**src/rtl/regfile_wb_arbiter.sv**
```systemverilog
// regfile_wb_arbiter: per-producer writeback FIFOs arbitrated round-robin onto
// registered regfile write ports, with a pending-register scoreboard.
module regfile_wb_arbiter #(
   parameter int DATA_WIDTH     = 64,
   parameter int NR_SRC         = 3,
   parameter int NR_WRITE_PORTS = 2,
   parameter int FIFO_DEPTH     = 2
) (
   input  logic                                      clk_i,
   input  logic                                      rst_ni,
   input  logic [NR_SRC-1:0]                         src_valid_i,
   output logic [NR_SRC-1:0]                         src_ready_o,
   input  logic [NR_SRC-1:0][4:0]                    src_waddr_i,
   input  logic [NR_SRC-1:0][DATA_WIDTH-1:0]         src_wdata_i,
   output logic [NR_WRITE_PORTS-1:0][4:0]            waddr_o,
   output logic [NR_WRITE_PORTS-1:0][DATA_WIDTH-1:0] wdata_o,
   output logic [NR_WRITE_PORTS-1:0]                 we_o,
   output logic [31:0]                               pending_o
);
   localparam int SW = $clog2(NR_SRC);
   localparam int AW = $clog2(FIFO_DEPTH);

   logic [4:0]            mem_a    [NR_SRC][FIFO_DEPTH];
   logic [DATA_WIDTH-1:0] mem_d    [NR_SRC][FIFO_DEPTH];
   logic [AW-1:0]         rd_ptr   [NR_SRC];
   logic [AW-1:0]         wr_ptr   [NR_SRC];
   logic [AW:0]           cnt      [NR_SRC];
   logic [SW-1:0]         rr_ptr, rr_next, idx;
   logic [NR_SRC-1:0]     push, gnt;
   logic [NR_WRITE_PORTS-1:0] port_vld;
   logic [SW-1:0]         port_src [NR_WRITE_PORTS];
   logic [4:0]            port_addr[NR_WRITE_PORTS];
   logic                  dup;
   int                    n;

   always_comb begin
      for (int i = 0; i < NR_SRC; i++) begin
         src_ready_o[i] = cnt[i] != (AW+1)'(FIFO_DEPTH);
         push[i]        = src_valid_i[i] & src_ready_o[i] & (src_waddr_i[i] != 5'd0);
      end
   end

   // Round-robin scan; a head whose address was already granted this cycle waits.
   always_comb begin
      gnt      = '0;
      port_vld = '0;
      rr_next  = rr_ptr;
      n        = 0;
      idx      = '0;
      dup      = 1'b0;
      for (int p = 0; p < NR_WRITE_PORTS; p++) begin
         port_src[p]  = '0;
         port_addr[p] = '0;
      end
      for (int k = 0; k < NR_SRC; k++) begin
         idx = SW'((int'(rr_ptr) + k) % NR_SRC);
         dup = 1'b0;
         for (int p = 0; p < NR_WRITE_PORTS; p++)
            if (p < n && port_addr[p] == mem_a[idx][rd_ptr[idx]]) dup = 1'b1;
         if (cnt[idx] != '0 && n < NR_WRITE_PORTS && !dup) begin
            gnt[idx] = 1'b1;
            for (int p = 0; p < NR_WRITE_PORTS; p++)
               if (p == n) begin
                  port_vld[p]  = 1'b1;
                  port_src[p]  = idx;
                  port_addr[p] = mem_a[idx][rd_ptr[idx]];
               end
            rr_next = SW'((int'(idx) + 1) % NR_SRC);
            n++;
         end
      end
   end

   always_comb begin
      pending_o = '0;
      for (int i = 0; i < NR_SRC; i++)
         for (int j = 0; j < FIFO_DEPTH; j++)
            if ({1'b0, AW'(j) - rd_ptr[i]} < cnt[i]) pending_o[mem_a[i][j]] = 1'b1;
      for (int p = 0; p < NR_WRITE_PORTS; p++)
         if (we_o[p]) pending_o[waddr_o[p]] = 1'b1;
      pending_o[0] = 1'b0;
   end

   always_ff @(posedge clk_i) begin
      for (int i = 0; i < NR_SRC; i++)
         if (push[i]) begin
            mem_a[i][wr_ptr[i]] <= src_waddr_i[i];
            mem_d[i][wr_ptr[i]] <= src_wdata_i[i];
         end
   end

   always_ff @(posedge clk_i or negedge rst_ni) begin
      if (!rst_ni) begin
         for (int i = 0; i < NR_SRC; i++) begin
            rd_ptr[i] <= '0;
            wr_ptr[i] <= '0;
            cnt[i]    <= '0;
         end
         rr_ptr  <= '0;
         we_o    <= '0;
         waddr_o <= '0;
         wdata_o <= '0;
      end else begin
         for (int i = 0; i < NR_SRC; i++) begin
            if (push[i]) wr_ptr[i] <= wr_ptr[i] + 1'b1;
            if (gnt[i]) rd_ptr[i] <= rd_ptr[i] + 1'b1;
            cnt[i] <= cnt[i] + (AW+1)'(push[i]) - (AW+1)'(gnt[i]);
         end
         rr_ptr <= rr_next;
         we_o   <= port_vld;
         for (int p = 0; p < NR_WRITE_PORTS; p++)
            if (port_vld[p]) begin
               waddr_o[p] <= port_addr[p];
               wdata_o[p] <= mem_d[port_src[p]][rd_ptr[port_src[p]]];
            end
      end
   end
endmodule

```
**config.mk**
```make
export PLATFORM = sky130hd
export DESIGN_NAME = regfile_wb_arbiter
export DESIGN_NICKNAME = d
export VERILOG_FILES = /design/src/rtl/regfile_wb_arbiter.sv
export SDC_FILE = /design/constraint.sdc
export NUM_CORES = 1
export LEC_CHECK = 0
export ABC_AREA = 1
export BUFFER_PORTS_ARGS = -buffer_cell sky130_fd_sc_hd__buf_4
export CAP_MARGIN = 20
export CORE_MARGIN = 5
export CORE_UTILIZATION = 63
export CTS_BUF_LIST = sky130_fd_sc_hd__clkbuf_16
export DETAILED_ROUTE_END_ITERATION = 7
export GPL_TIMING_DRIVEN = 1
export PLACE_DENSITY_LB_ADDON = 0.2
export SYNTH_ARGS = -nofsm -noshare
export SYNTH_HDL_FRONTEND = slang
export SYNTH_SLANG_ARGS = --single-unit
export TNS_END_PERCENT = 10
```
**constraint.sdc**
```tcl
create_clock -name clk_i -period 7.7 [get_ports clk_i]
set_input_delay 1.155 -clock clk_i [delete_from_list [all_inputs] [get_ports clk_i]]
set_output_delay 1.155 -clock clk_i [all_outputs]
set_load 0.01 [all_outputs]
```
### After elaboration in Yosys (flattened, before gate mapping)

Memory sizes are Yosys's and may differ from the RTL's.
Index checks and enable logic that the tools add are counted.
W data, S select, Z words.

| word-level totals | value |
|---|---|
| register bits after elaboration | 154 |
| bits in writable memories | 414 |
| bits of input ports | 212 |
| output and inout port bits | 175 |
| word-level logic and storage cells | 290 |
| memories | 2 |

| operators by class | value |
|---|---|
| $add $sub $neg | 24 |
| divide/modulo/power cells | 6 |
| magnitude comparators | 50 |
| equal/unequal tests | 8 |
| multiplexer cells | 123 |
| bitwise operators | 28 |
| reduce and logical (&&, ||, !) cells | 34 |

Memory list:

| name | words | width | read ports | clocked after Yosys merged registers in | wr ports | RTL line | text |
|---|---|---|---|---|---|---|---|
| mem_d | 3 | 128 | 2 | 0 | 3 | 24 | `logic [DATA_WIDTH-1:0] mem_d [NR_SRC][FIFO_DEPTH];` |
| mem_a | 3 | 10 | 6 | 0 | 3 | 23 | `logic [4:0] mem_a [NR_SRC][FIFO_DEPTH];` |

Operator list:

| operator | count |
|---|---|
| $mux W64 | 9 |
| $mux W128 | 3 |
| $mux W32 | 9 |
| $or A32 B32 Y32 | 7 |
| $demux W64 S1 | 3 |
| $mod A32 B3 Y32 const B | 5 |
| $mux W5 | 17 |
| $eq A2 B32 Y1 const A | 2 |
| $logic_not A32 Y1 | 2 |
| $lt A1 B32 Y1 const A | 2 |
| $lt A2 B32 Y1 const A | 2 |
| $lt A32 B3 Y1 const B | 2 |
| $mux W10 | 5 |
| $lt A5 B6 Y1 const B | 8 |
| $demux W1 S5 | 8 |
| $ge A5 B1 Y1 const B | 8 |
| $mux W1 | 34 |
| $add A32 B2 Y32 const B | 1 |
| $mod A3 B3 Y32 const B | 1 |
| $mux W2 | 16 |
| $logic_and A1 B1 Y1 | 22 |
| $ge A2 B2 Y1 const B | 8 |
| $not A1 Y2 | 8 |
| $demux W5 S1 | 3 |
| 26 further kinds | 88 |

### Depth between registers and ports, before layout

| depth | value |
|---|---|
| depth in word-level cells | 32 |
| mapped depth | 32 |

### Worst setup path after synthesis

Ideal clock, no wire load.

| timing | value |
|---|---|
| path type | input to register |
| start | in src_waddr_i[3] (netlist bit) |
| end | mem mem_a[0][0] (netlist bit) (enable) |
| setup time | 497 ps |
| arrival | 4416 ps |
| data required time | 7203 ps |
| slack | 2787 ps |
| stages | 3 |
| path buffers | 0 |
| path through | or3_1 o311ai_0 nor2_1 |

RTL lines:

| element | RTL line | text |
|---|---|---|
| from (decl) | 13 | `input logic [NR_SRC-1:0][4:0] src_waddr_i,` |
| to (decl) | 23 |  |

### Final worst setup path

| timing | value |
|---|---|
| start | reg rr_ptr[1] |
| end | reg wdata_o[76] (netlist bit) |

| between the ends | value |
|---|---|
| longest elaborated chain between the ends | 32 |

Ends and longest elaborated chain:

| element | RTL line | text |
|---|---|---|
| from (decl) | 28 | `logic [SW-1:0] rr_ptr, rr_next, idx;` |
| from (signal assigned) | 109 | `rr_ptr <= rr_next;` |
| $add A2 B1 Y3 or $mod A3 B3 Y32 (tied branches) | 56 | `idx = SW'((int'(rr_ptr) + k) % NR_SRC);` |
| $mod A32 B3 Y32 or $not A2 Y3 (tied branches) | 56, 60, 66 |  |
| $not A2 Y3 (implied by the code) or $bmux W1 S2 (tied branches) | 59, 60, 66 |  |
| $bmux W1 S2 or $mux W1 (tied branches) | 59, 66 |  |
| $mux W1, on equally long branches | 59, 66 |  |
| $mux W1 (implied by the code) or $not A1 Y2 (tied branches) | 59, 66 |  |
| $not A1 Y2 (implied by the code) or $mux W5 (tied branches) | 59, 66 |  |
| $mux W5, on equally long branches (2 in a row) | 59, 66 |  |
| [12 not listed] | -- |  |
| $logic_not A1 Y1 | 60 | `if (cnt[idx] != '0 && n < NR_WRITE_PORTS && !dup) begin` |
| $logic_and A1 B1 Y1 | 60 |  |
| $mux W4 | 60 |  |
| $not A2 Y3 (implied by the code) | 114 | `wdata_o[p] <= mem_d[port_src[p]][rd_ptr[port_src[p]]];` |
| $bmux W1 S2 | 114 |  |
| $mux W1 (implied by the code) (2 in a row) | 114 |  |
| $not A1 Y2 (implied by the code) | 114 |  |
| $mux W64 (implied by the code) (3 in a row) | 114 |  |
| to (signal, indexed assignment) | 114 |  |
| to (decl) | 16 | `output logic [NR_WRITE_PORTS-1:0][DATA_WIDTH-1:0] wdata_o,` |

Several ways; a longest one is shown, not always the timed one. The select of a mux whose other input is x is not followed.
A chain may end at the register's enable or synchronous reset.

==> metrics.yaml <==
cts_hold_buf: 0
dpl-instance-area_mm2: 0.0332
yosysUniqueCellTypes: 37
hold_viol: 0
final_nets: 4165
cts_buffers: 57
crit_path_start_kind: "flip-flop"
initial_core_util_pct: 63.5
grt_pass1_vias: 26700
yosys_warnings: 0
r2r_slack_ps: 970
min_path_type: "primary input to asynchronous set/reset pin"
row_count: 80
gp_congestion: 0.989
final_cell_area_mm2: 0.0350
drtIter0Drc: 3723
h-tree-depth: 2
setup_ws_ps: 971
dr.pass1.iters: 6
drc: 0
yosysSeqAreaShare_pct: 53.9
num_vias: 28000
avgSynthCellArea_um2: 8.21
ios: 387
setup_viol: 0
cts_setup_buffers: 0
cts.sinks: 568
dp_slack_ps: 1150
cp.required_ps: 8270
syn_nets: 3902
cts_resized: 0
drtAntennaViolNets: 0
wirelength_mm: 98.4
post-route-util_pct: 73.7
tightest_slew_ps: 1200
critPathArrivalTime_ps: 7300
setup.worst_path.end_class: "flip-flop"
rsz0062_at_grt: "no"
clk_latency_ps: 630
final_common_cell: "nand2_1"
grt_max_degree: 257
status: "completed"
grt_use_total_pct: 36.3
antenna_found_initial: 4
fillers: 3601
viasPerCell: 6.07
dpl.hpwl_mm: 61.0
final_cell_mix: "1273 x nand2_1, 424 x buf_4, 414 x edfxtp_1, 403 x nand3_1, 371 x inv_1"
ys_seq_elements: 568
coreArea_mm2: 0.0475
clockBufferDepth: 3
final_max_slew_viol_count: 0
drive_above_1_share_pct: 13.7
die_h_um: 229
period_share_pct: 87.4
syn_inst: 3678
period_needed_ps: 6730
cts_root_buf: "clkbuf_16"
tns_ps: 0
dieArea_mm2: 0.0524
slew_headroom_pct: 20.3
area_delta_synth_final_pct: 16.0
fin_skew_ps: 37.7
cts_tree: "done"
worstPathMaxFanout: 50
syn_area_mm2: 0.0302
grt-ovfl-total: 0
crit_type: "flip-flop to flip-flop"
grt_pass1_wl_mm: 151
path_clk_slew_ps: 60
drv_cap: 0
dieWidth_um: 229
io_buffers: 385
routedWlPerCell_um: 21.4
fmax_mhz: 149
-- final timing paths --
check	start	to	cells after the start
max in group asynchronous	rst_ni	cnt[3]	2
worst max-delay path	rr_ptr[1]	wdata_o[76]	27
worst min register to register	wdata_o[115]	wdata_o[115]	2
worst max register to register	rr_ptr[1]	wdata_o[76]	27
worst min-delay path	rst_ni	wdata_o[111]	1
min in group clk_i	wdata_o[115]	wdata_o[115]	2
-- metrics by stage --
stage | hold WS [ps] | std cells
floorplan | 515 | 3678
global placement | 463 | 4493
detailed placement | 466 | 4493
CTS | 438 | 4601
global route | 459 | 4607
finish | 449 | 4607
-- registers in the layout (all words and copies together), names as in the netlist --
name and flops:
rr_ptr 2, we_o 2, cnt 6, mem_a 30, rd_ptr 3, mem_d 384
waddr_o 10, wr_ptr 3, wdata_o 128
-- worst max-delay path, cell delays in order, from the launching register on --
cell and delay [ps]:
dfrtp_1 400, inv_1 100, ha_1 740, inv_2 400, nand2_1 170, nand3_1 100
nand2_2 220, inv_2 160, o21ai_0 180, inv_1 60, nor2_1 100, nand3_1 130
nand2_2 140, inv_1 100, ha_1 210, a21oi_1 110, o211a_1 330, nand3_2 290
nand2_4 590, nand2_4 400, nand2_1 140, nand3_1 90, nand2_2 680, buf_4 460
nand2_1 110, nand2_1 80, nand2_1 50, nand2_1 100
-- layer usage --
metal / global-route usage (%) / share of wire, % / up-vias
li1: - / - / 12800
met1: 47.7 / 36 / 12700
met2: 57.3 / 46 / 1999
met3: 8.65 / 12 / 389
met4: 17.9 / 5.4 / 4
met5: 0 / 0.034 / -
-- cells by family after synthesis --
group                    Yosys count  share of synthesized area (%)
AO/OA/AOI/OAI                    688                           12.6
XOR/XNOR                          12                          0.348
adder cells (fa/ha/maj)           12                          0.497
buffers and inverters            586                           8.07
flip-flops                       568                           53.9
other                              1                         0.0124
AND/OR/NAND/NOR                 1811                           24.5
-- synth_stat cells, drive strengths merged --
cell type  number  area (um2)
nand2        1283        4840
edfxtp        414       12400
nand3         405        2040
inv           360        1350
o21ai         344        1730
a21oi         179         896
dfrtp         154        3850
buf           147         788
o31ai          97         728
nor2           80         303
clkbuf         79         297
a31oi          55         344
nor3           35         175
ha             12         150
xnor2           6        52.6
xor2            6        52.6
o211ai          5        37.5
nand4           4        31.3
o311ai          3        26.3
or3             3        18.8
a32oi           1        8.76
a41oi           1        8.76
conb            1        3.75
nand3b          1        7.51
o2111ai         1        8.76
o211a           1        10.0
o41ai           1        8.76
-- area by class of cell --
| cell class | instances | area [um2] | share of cell area [%] |
|---|---|---|---|
| Inverter | 360 | 1360 | 3.87 |
| Antenna cell | 2 | 5.00 | 0.0143 |
| Multi-Input combinational cell | 2524 | 11600 | 33.1 |
| Tap cell | 615 | 769 | 2.20 |
| Timing Repair Buffer | 430 | 3270 | 9.33 |
| Sequential cell | 568 | 16300 | 46.5 |
| Clock buffer | 57 | 1430 | 4.07 |
| Clock inverter | 51 | 330 | 0.943 |
Power is not shown: default switching activity piles up to over one toggle a cycle in this logic, so the estimate is an artifact.
